[src/rtl/poly_scale_if.sv]
// rtl/poly_scale_if.sv - scan-code input and audio output bundle for poly_scale
interface poly_scale_if #(
  parameter int NUM_VOICES = 4
);
  localparam int MIX_W = $clog2(NUM_VOICES + 1);

  logic                  piano;
  logic [7:0]            code_byte;
  logic                  code_valid;
  logic [1:0]            oct_shift;
  logic [NUM_VOICES-1:0] voice_active;
  logic                  speaker;
  logic [MIX_W-1:0]      mix_level;

  modport master (
    output piano, code_byte, code_valid, oct_shift,
    input  voice_active, speaker, mix_level
  );

  modport slave (
    input  piano, code_byte, code_valid, oct_shift,
    output voice_active, speaker, mix_level
  );
endinterface

[src/rtl/poly_scale.sv]
// rtl/poly_scale.sv - PS/2 set-2 scan codes to NUM_VOICES square-wave voices
module poly_scale #(
  parameter int NUM_VOICES = 4,
  parameter int CNT_W      = 18,
  parameter int MAX_SHIFT  = 2
) (
  input logic         clk,
  input logic         rst,
  poly_scale_if.slave bus
);
  localparam int SPW   = (NUM_VOICES > 1) ? $clog2(NUM_VOICES) : 1;
  localparam int MIX_W = $clog2(NUM_VOICES + 1);

  typedef enum logic [1:0] {IDLE, BRK, EXT, EXT_BRK} state_t;

  state_t                state, state_nxt;
  logic [SPW-1:0]        steal_ptr;
  logic [NUM_VOICES-1:0] active, tone;
  logic [7:0]            key    [NUM_VOICES];
  logic [CNT_W-1:0]      period [NUM_VOICES];
  logic [CNT_W-1:0]      cnt    [NUM_VOICES];

  logic                  make_ev, brk_ev;
  logic [CNT_W-1:0]      note_p, shifted_p;
  logic                  note_ok;
  logic [1:0]            sh;
  logic [NUM_VOICES-1:0] held_hit;
  logic                  any_free;
  logic [SPW-1:0]        free_idx, alloc_idx;
  logic                  do_alloc, do_off, do_brk;
  logic [MIX_W-1:0]      tone_cnt;

  // A zero period marks an unmapped code; every real note period is nonzero.
  function automatic logic [CNT_W-1:0] note_period(input logic [7:0] c);
    case (c)
      8'h16: note_period = CNT_W'(190839);
      8'h1E: note_period = CNT_W'(180505);
      8'h26: note_period = CNT_W'(170068);
      8'h25: note_period = CNT_W'(160771);
      8'h2E: note_period = CNT_W'(151515);
      8'h36: note_period = CNT_W'(143266);
      8'h3D: note_period = CNT_W'(135135);
      8'h3E: note_period = CNT_W'(127551);
      8'h46: note_period = CNT_W'(120481);
      8'h45: note_period = CNT_W'(113636);
      8'h4E: note_period = CNT_W'(107296);
      8'h55: note_period = CNT_W'(101214);
      8'h15: note_period = CNT_W'(95602);
      8'h1D: note_period = CNT_W'(90252);
      8'h24: note_period = CNT_W'(85178);
      8'h2D: note_period = CNT_W'(80385);
      8'h2C: note_period = CNT_W'(75872);
      8'h35: note_period = CNT_W'(71633);
      8'h3C: note_period = CNT_W'(67567);
      8'h43: note_period = CNT_W'(63775);
      8'h44: note_period = CNT_W'(60168);
      8'h4D: note_period = CNT_W'(56818);
      8'h54: note_period = CNT_W'(54171);
      8'h5B: note_period = CNT_W'(50607);
      8'h1C: note_period = CNT_W'(47755);
      8'h1B: note_period = CNT_W'(45085);
      8'h23: note_period = CNT_W'(42553);
      8'h2B: note_period = CNT_W'(40160);
      8'h34: note_period = CNT_W'(37622);
      8'h33: note_period = CNT_W'(35790);
      8'h3B: note_period = CNT_W'(33783);
      8'h42: note_period = CNT_W'(31887);
      8'h4B: note_period = CNT_W'(30102);
      8'h4C: note_period = CNT_W'(28409);
      8'h52: note_period = CNT_W'(26809);
      8'h5A: note_period = CNT_W'(25303);
      default: note_period = '0;
    endcase
  endfunction

  always_comb begin
    state_nxt = state;
    make_ev   = 1'b0;
    brk_ev    = 1'b0;
    if (bus.code_valid) begin
      case (state)
        IDLE: begin
          if (bus.code_byte == 8'hF0)      state_nxt = BRK;
          else if (bus.code_byte == 8'hE0) state_nxt = EXT;
          else                             make_ev   = 1'b1;
        end
        BRK: begin
          brk_ev    = 1'b1;
          state_nxt = IDLE;
        end
        EXT:     state_nxt = (bus.code_byte == 8'hF0) ? EXT_BRK : IDLE;
        default: state_nxt = IDLE;
      endcase
    end
  end

  always_comb begin
    note_p    = note_period(bus.code_byte);
    note_ok   = (note_p != '0);
    sh        = (int'(bus.oct_shift) > MAX_SHIFT) ? 2'(MAX_SHIFT) : bus.oct_shift;
    shifted_p = note_p >> sh;
    held_hit  = '0;
    any_free  = 1'b0;
    free_idx  = '0;
    for (int i = 0; i < NUM_VOICES; i++)
      held_hit[i] = active[i] && (key[i] == bus.code_byte);
    // Scan from the top so the lowest free index is the one left standing.
    for (int i = NUM_VOICES - 1; i >= 0; i--) begin
      if (!active[i]) begin
        any_free = 1'b1;
        free_idx = SPW'(i);
      end
    end
    alloc_idx = any_free ? free_idx : steal_ptr;
    do_alloc  = make_ev && note_ok && (held_hit == '0);
    do_off    = make_ev && (bus.code_byte == 8'h29);
    do_brk    = brk_ev && note_ok;
  end

  always_ff @(posedge clk) begin
    if (rst) begin
      state     <= IDLE;
      steal_ptr <= '0;
      active    <= '0;
      tone      <= '0;
      for (int i = 0; i < NUM_VOICES; i++) begin
        key[i]    <= '0;
        period[i] <= '0;
        cnt[i]    <= '0;
      end
    end else begin
      state <= state_nxt;
      for (int i = 0; i < NUM_VOICES; i++) begin
        if (active[i]) begin
          if (period[i] < CNT_W'(2)) begin
            tone[i] <= 1'b0;
            cnt[i]  <= '0;
          end else if (cnt[i] == period[i]) begin
            tone[i] <= ~tone[i];
            cnt[i]  <= '0;
          end else begin
            cnt[i] <= cnt[i] + 1'b1;
          end
        end
        if (do_off) begin
          active[i] <= 1'b0;
          tone[i]   <= 1'b0;
        end
        if (do_brk && held_hit[i]) begin
          active[i] <= 1'b0;
          tone[i]   <= 1'b0;
          cnt[i]    <= '0;
        end
        if (do_alloc && (alloc_idx == SPW'(i))) begin
          key[i]    <= bus.code_byte;
          period[i] <= shifted_p;
          cnt[i]    <= '0;
          tone[i]   <= 1'b0;
          active[i] <= 1'b1;
        end
      end
      if (do_alloc && !any_free)
        steal_ptr <= (steal_ptr == SPW'(NUM_VOICES - 1)) ? '0 : steal_ptr + 1'b1;
    end
  end

  always_comb begin
    tone_cnt = '0;
    for (int i = 0; i < NUM_VOICES; i++)
      tone_cnt = tone_cnt + MIX_W'(tone[i]);
  end

  assign bus.voice_active = active;
  assign bus.speaker      = bus.piano & (|tone);
  assign bus.mix_level    = bus.piano ? tone_cnt : '0;
endmodule

[src/flat_wrapper.sv]
// flat-port wrapper written by rule: the top's interface ports become plain ports
module poly_scale_flat 
#(
  parameter int NUM_VOICES = 4,
  parameter int CNT_W      = 18,
  parameter int MAX_SHIFT  = 2
)
  (clk, rst, bus_piano, bus_code_byte, bus_code_valid, bus_oct_shift, bus_voice_active, bus_speaker, bus_mix_level);
  poly_scale_if #(.NUM_VOICES(NUM_VOICES)) bus_i ();
  input logic clk;
  input logic rst;
  input wire logic [$bits(bus_i.piano)-1:0] bus_piano;
  input wire logic [$bits(bus_i.code_byte)-1:0] bus_code_byte;
  input wire logic [$bits(bus_i.code_valid)-1:0] bus_code_valid;
  input wire logic [$bits(bus_i.oct_shift)-1:0] bus_oct_shift;
  output wire logic [$bits(bus_i.voice_active)-1:0] bus_voice_active;
  output wire logic [$bits(bus_i.speaker)-1:0] bus_speaker;
  output wire logic [$bits(bus_i.mix_level)-1:0] bus_mix_level;
  assign bus_i.piano = bus_piano;
  assign bus_i.code_byte = bus_code_byte;
  assign bus_i.code_valid = bus_code_valid;
  assign bus_i.oct_shift = bus_oct_shift;
  assign bus_voice_active = bus_i.voice_active;
  assign bus_speaker = bus_i.speaker;
  assign bus_mix_level = bus_i.mix_level;
  poly_scale #(.NUM_VOICES(NUM_VOICES), .CNT_W(CNT_W), .MAX_SHIFT(MAX_SHIFT)) u_core (.clk(clk), .rst(rst), .bus(bus_i));
endmodule
[config.mk]
export PLATFORM = sky130hd
export DESIGN_NAME = poly_scale_flat
export DESIGN_NICKNAME = d
export VERILOG_FILES = /design/src/rtl/poly_scale_if.sv /design/src/rtl/poly_scale.sv /design/src/flat_wrapper.sv
export SDC_FILE = /design/constraint.sdc
export NUM_CORES = 1
export LEC_CHECK = 0
export CAP_MARGIN = 20
export CORE_MARGIN = 3
export CORE_UTILIZATION = 60
export DETAILED_ROUTE_END_ITERATION = 6
export HOLD_SLACK_MARGIN = 0.08
export PLACE_DENSITY = 0.79
export SLEW_MARGIN = 20
export SYNTH_ARGS = -nofsm -noshare
export SYNTH_HDL_FRONTEND = slang
export SYNTH_SLANG_ARGS = --single-unit
[constraint.sdc]
create_clock -name clk -period 13.55 [get_ports clk]
set_input_delay 1.355 -clock clk [delete_from_list [all_inputs] [get_ports clk]]
set_output_delay 1.355 -clock clk [all_outputs]
set_load 0.1 [all_outputs]
After elaboration in Yosys (flattened, before gate mapping):

Memories as Yosys holds them, arrays and structs flattened.
Index checks and enable logic that the tools add are counted.

* mux-type cells: 150
* add/subtract/negate cells: 8
* reductions and logical operators: 40
* bitwise operators: 33
* shift operators: 1
* $lt $le $gt $ge: 5
* equal/unequal tests: 18

Operators by type and width (number)
* $mux 18: 25
* $mux 1: 109
* $add 18x1->18 const B: 4
* $eq 18x18->1: 4
* $lt 18x2->1 const B: 4
* $eq 8x8->1: 4
* $mux 8: 4
* $or 1x1->1: 28
* $mux 2: 10
* $reduce_or 4->1: 5
* $reduce_bool 18->1: 1
* $shr 18x2->18: 1
* $logic_and 1x1->1: 17
* $eq 8x8->1 const B: 2
* $reduce_bool 3->1: 4
* $reduce_and 2->1: 5
* $eq 2x2->1 const B: 4
* $eq 8x6->1 const B: 1
* $reduce_bool 2->1: 4
* $add 3x1->3: 2
* $eq 2x1->1 const B: 2
* $logic_not 2->1: 2
* $logic_not 4->1: 1
* $not 1->1: 4
* 8 further kinds: 8

* logic and storage cells: 269
* input port bits: 14
* memory bits (read-only): 2304
* memories: 4
* bits in writable memories: 176
* flip-flop bits (word level): 12

Memories
* (no name shown): depth 128, bits a word 18, read ports 1, clocked after memory_dff 0, write ports 0, line poly_scale.sv:35 `case (c)`
* u_core.cnt: depth 4, bits a word 18, read ports 4, clocked after memory_dff 0, write ports 4, line poly_scale.sv:21 `logic [CNT_W-1:0] cnt [NUM_VOICES];`
* u_core.period: depth 4, bits a word 18, read ports 4, clocked after memory_dff 0, write ports 4, line poly_scale.sv:20 `logic [CNT_W-1:0] period [NUM_VOICES];`
* u_core.key: depth 4, bits a word 8, read ports 4, clocked after memory_dff 0, write ports 4, line poly_scale.sv:19 `logic [7:0] key [NUM_VOICES];`

Logic depth before layout (Yosys ltp):

* depth after elaboration: 12
* depth in mapped cells: 15

Worst setup path after synthesis:

OpenSTA, ideal clock, no wires.

* path kind: in2reg
* from: in bus_code_byte[1]
* to: mem u_core.cnt[0][0], enable pin
* buffers on the path: 3
* data required time: 13.216 ns
* library setup time: 0.334 ns
* arrival: 5.174 ns
* path slack: 8.042 ns
* stages: 14
* cells stage by stage: buf_1 -> inv_1 -> ha_1 -> clkbuf_1 -> a21oi_1 -> o2bb2ai_1 -> o221ai_1 -> o21ai_2 -> or4bb_1 -> or4_1 -> buf_6 -> o21ai_2 -> nand2_2 -> or2_1

RTL lines
* from (decl): line flat_wrapper.sv:13 `input wire logic [$bits(bus_i.code_byte)-1:0] bus_code_byte;`
* to (decl): line poly_scale.sv:21

==> impl_metrics.csv <==
group,metric,value,unit
outcome,status,"completed",
placement,finalWeightedCongestion,0.960,
clock_network,htree_levels,4,
timing,grt_setup_unrepaired,"false",
detailed_routing,wl,30400,µm
logic_synthesis,synth_top_area_cell,"edfxtp_1",
timing,tns,0,ns
power_and_ir_drop,leakagePower,4.15,nW
timing,setup_ws,6.06,ns
global_routing,antenna_found_initial,0,
clock_network,cts_tree,"done",
clock_network,cts_hold_buf,0,
timing,slew_headroom,28.5,%
global_routing,overflow,0,
clock_network,cts.repair.resized,0,
timing,max_freq,0.134,GHz
logic_synthesis,ys.flop_type,"edfxtp_1",
power_and_ir_drop,ir_drop,0.0843,mV
cells_and_area,nets,1223,
logic_synthesis,yosysWarnings,0,
worst_setup_path,end_kind,"flip-flop",
logic_synthesis,synth_area,11900,µm²
cells_and_area,fillCellCount,1465,
cells_and_area,diodes,0,
logic_synthesis,ys_types,80,
die,die_x,147,µm
global_routing,grt_usage,28.2,%
worst_setup_path,critPathSlowestCell,"o21ai_2",
worst_setup_path,setup.worst_path.start_class,"input port",
clock_network,clk_pin_slew,0.08,ns
logic_synthesis,syn_area_per_cell,9.81,µm²
global_routing,grt_first_pass_wirelength,48000,µm
logic_synthesis,netlist.area_leader.share,44.5,%
detailed_routing,drtIter0Drc,1121,
placement,dp_cells,1433,
cells_and_area,final_cells,1466,
timing,worstMarginPinSlew,1.07,ns
worst_setup_path,critPathMaxStageDelay,0.88,ns
clock_network,clk_latency,0.44,ns
die,initial_core_util,62.2,%
die,io_pins,22,
die,die_h,147,µm
detailed_routing,ant_nets,0,
cells_and_area,area_growth,7.16,%
worst_hold_path,hp-class,"reg -> reg",
cells_and_area,drive_gt1_share,8.62,%
placement,pre_cts_slack,5.69,ns
worst_setup_path,crit_family,"simple AND/OR/NAND/NOR gates",
logic_synthesis,synth_edf_count,176,
logic_synthesis,ys_seq_elements,188,
worst_setup_path,ff2ff_setup_slack,9.64,ns
die,dieArea,21500,µm²
logic_synthesis,synth_area_leaders,"edfxtp_1 45%, xnor2_1 9.7%, nor2_1 5.7%",
worst_setup_path,arrival,7.57,ns
logic_synthesis,netlist_instances,1211,
global_routing,grt.met1_usage,39.2,%
global_routing,grt-busiest-layer,"met2",
clock_network,cts-root-buf,"clkbuf_16",
timing,fin_crit_sh,55.3,%
worst_setup_path,crit_buf_inv,1,
logic_synthesis,synthArstFlopShare,0,%
die,core,19100,µm²
worst_setup_path,crit_path_max_fanout,28,
worst_setup_path,cp.required,13.63,ns
power_and_ir_drop,p_per_area,116,nW/µm²
timing,finalHoldViolCount,0,
global_routing,grt_pass1_vias,8720,
clock_network,clock-sinks,188,
global_routing,grt_util_met3,5.43,%
timing,period_minus_slack,7.49,ns
worst_setup_path,crit_top_cell,"o21ai_2",
worst_setup_path,cp_cell_sequence,"clkdlybuf4s50_1, ha_1, nand2b_1, a21oi_1, o311a_1, o21ai_2, or4bb_1, or4_1, o21ai_2, nand2_2, or2_1",
clock_network,cts_made_buffers,17,
clock_network,clockBufferDepth,2,
global_routing,use_met2,43.6,%
placement,dp_hpwl,20700,µm
detailed_routing,drc,0,
detailed_routing,vias,9226,
detailed_routing,drt-vias-per-instance,6.29,
detailed_routing,wl_per_cell,20.7,µm
detailed_routing,drt_first_pass_iters,6,
die,rows,50,
timing,finalSetupViolCount,0,
job,drv_cap,0,
clock_network,post-cts-setup-buffer-count,0,
timing,skew,0.0171,ns
logic_synthesis,synth_common_cells,"181 x nor2_1, 176 x edfxtp_1, 132 x xnor2_1",
worst_setup_path,worstSetupPathType,"in -> reg",
timing,slew_violations,0,
placement,port_buffers,21,
logic_synthesis,yosysSeqAreaShare,46.5,%
logic_synthesis,yosysMostFrequentCell,"nor2_1",
global_routing,grt_max_degree,73,
[state kept, by name (all words and copies together), names as in the netlist]
signal / cells
u_core.key: 32
u_core.tone: 4
u_core.state: 2
u_core.steal_ptr: 2
u_core.bus.voice_active: 4
u_core.period: 72
u_core.cnt: 72
[cells in the final DEF (no fill, tap or decap), types with 22 or more instances in the layout]
master      n
nor2_2     30
o21ai_0    25
nand3_1    54
nand4_1    43
edfxtp_1  176
nand2_1    97
inv_1      22
nor2_1    181
nor3_1     41
xnor2_1   132
xor2_1     37
a21oi_1    44
[final timing paths]
check / from / depth (start not counted) / to
worst min-delay path: u_core.state[0]$_SDFFE_PP0P_ / 2 / u_core.state[0]$_SDFFE_PP0P_
worst max-delay path: bus_code_byte[0] / 11 / u_core.cnt[0][14]$_SDFFCE_PP0P_
worst min register to register: u_core.state[0]$_SDFFE_PP0P_ / 2 / u_core.state[0]$_SDFFE_PP0P_
worst max register to register: u_core.bus.voice_active[0]$_SDFFE_PP0P_ / 7 / u_core.cnt[3][5]$_SDFFCE_PP0P_
[stage by stage]
| step | hold slack, ns | util (%) | cell area [µm²] | power, mW |
|---|---|---|---|---|
| global placement | 0.489 | 63.2 | 12100 | 0.943 |
| finish | 0.518 | 66.7 | 12700 | 1.48 |
| CTS | 0.518 | 66.6 | 12700 | 1.48 |
| global route | 0.570 | 66.7 | 12700 | 1.53 |
| detailed placement | 0.502 | 63.2 | 12100 | 0.947 |
| floorplan | 0.469 | - | 11900 | 0.891 |
[worst register-to-register path, delay by kind of cell, from the launching register on]
| kind | cells | cell delay (ns) |
|---|---|---|
| simple gates | 7 | 2.83 |
| flops | 1 | 0.58 |
[layout make-up]
cell class / count / area, µm² / area share (%)
multi-input combinational: 927 / 5810 / 45.7
clock buffer: 17 / 425 / 3.34
sequential: 188 / 5530 / 43.4
tap: 260 / 325 / 2.56
inverter: 25 / 108 / 0.846
clock inverter: 15 / 220 / 1.73
timing repair buffer: 34 / 305 / 2.40
[cell families after synthesis]
group / count (synthesis) / synth area share, %
flops: 188 / 46.5
mux: 19 / 1.72
compound gates: 163 / 9.85
other cells: 1 / 0.0316
fa+ha+maj: 16 / 1.75
buf+inv: 99 / 4.65
xor+xnor: 169 / 12.5
simple gates: 556 / 23.0
[where the power goes]
| part | internal, mW | total (mW) | leakage [nW] | switching [mW] |
|---|---|---|---|---|
| Combinational | 0.0792 | 0.217 | 1.89 | 0.137 |
| Clock | 0.286 | 0.537 | 0.310 | 0.251 |
| Sequential | 0.681 | 0.725 | 1.95 | 0.0440 |
| Total | 1.05 | 1.48 | 4.15 | 0.432 |
[per-layer routing]
| metal | up-vias | wire length [µm] |
|---|---|---|
| met2 | 468 | 13800 |
| met5 | - | 0 |
| met3 | 94 | 2650 |
| met4 | 0 | 1270 |
| met1 | 4367 | 12700 |
| li1 | 4297 | - |
(Power assumes the default switching activity.)
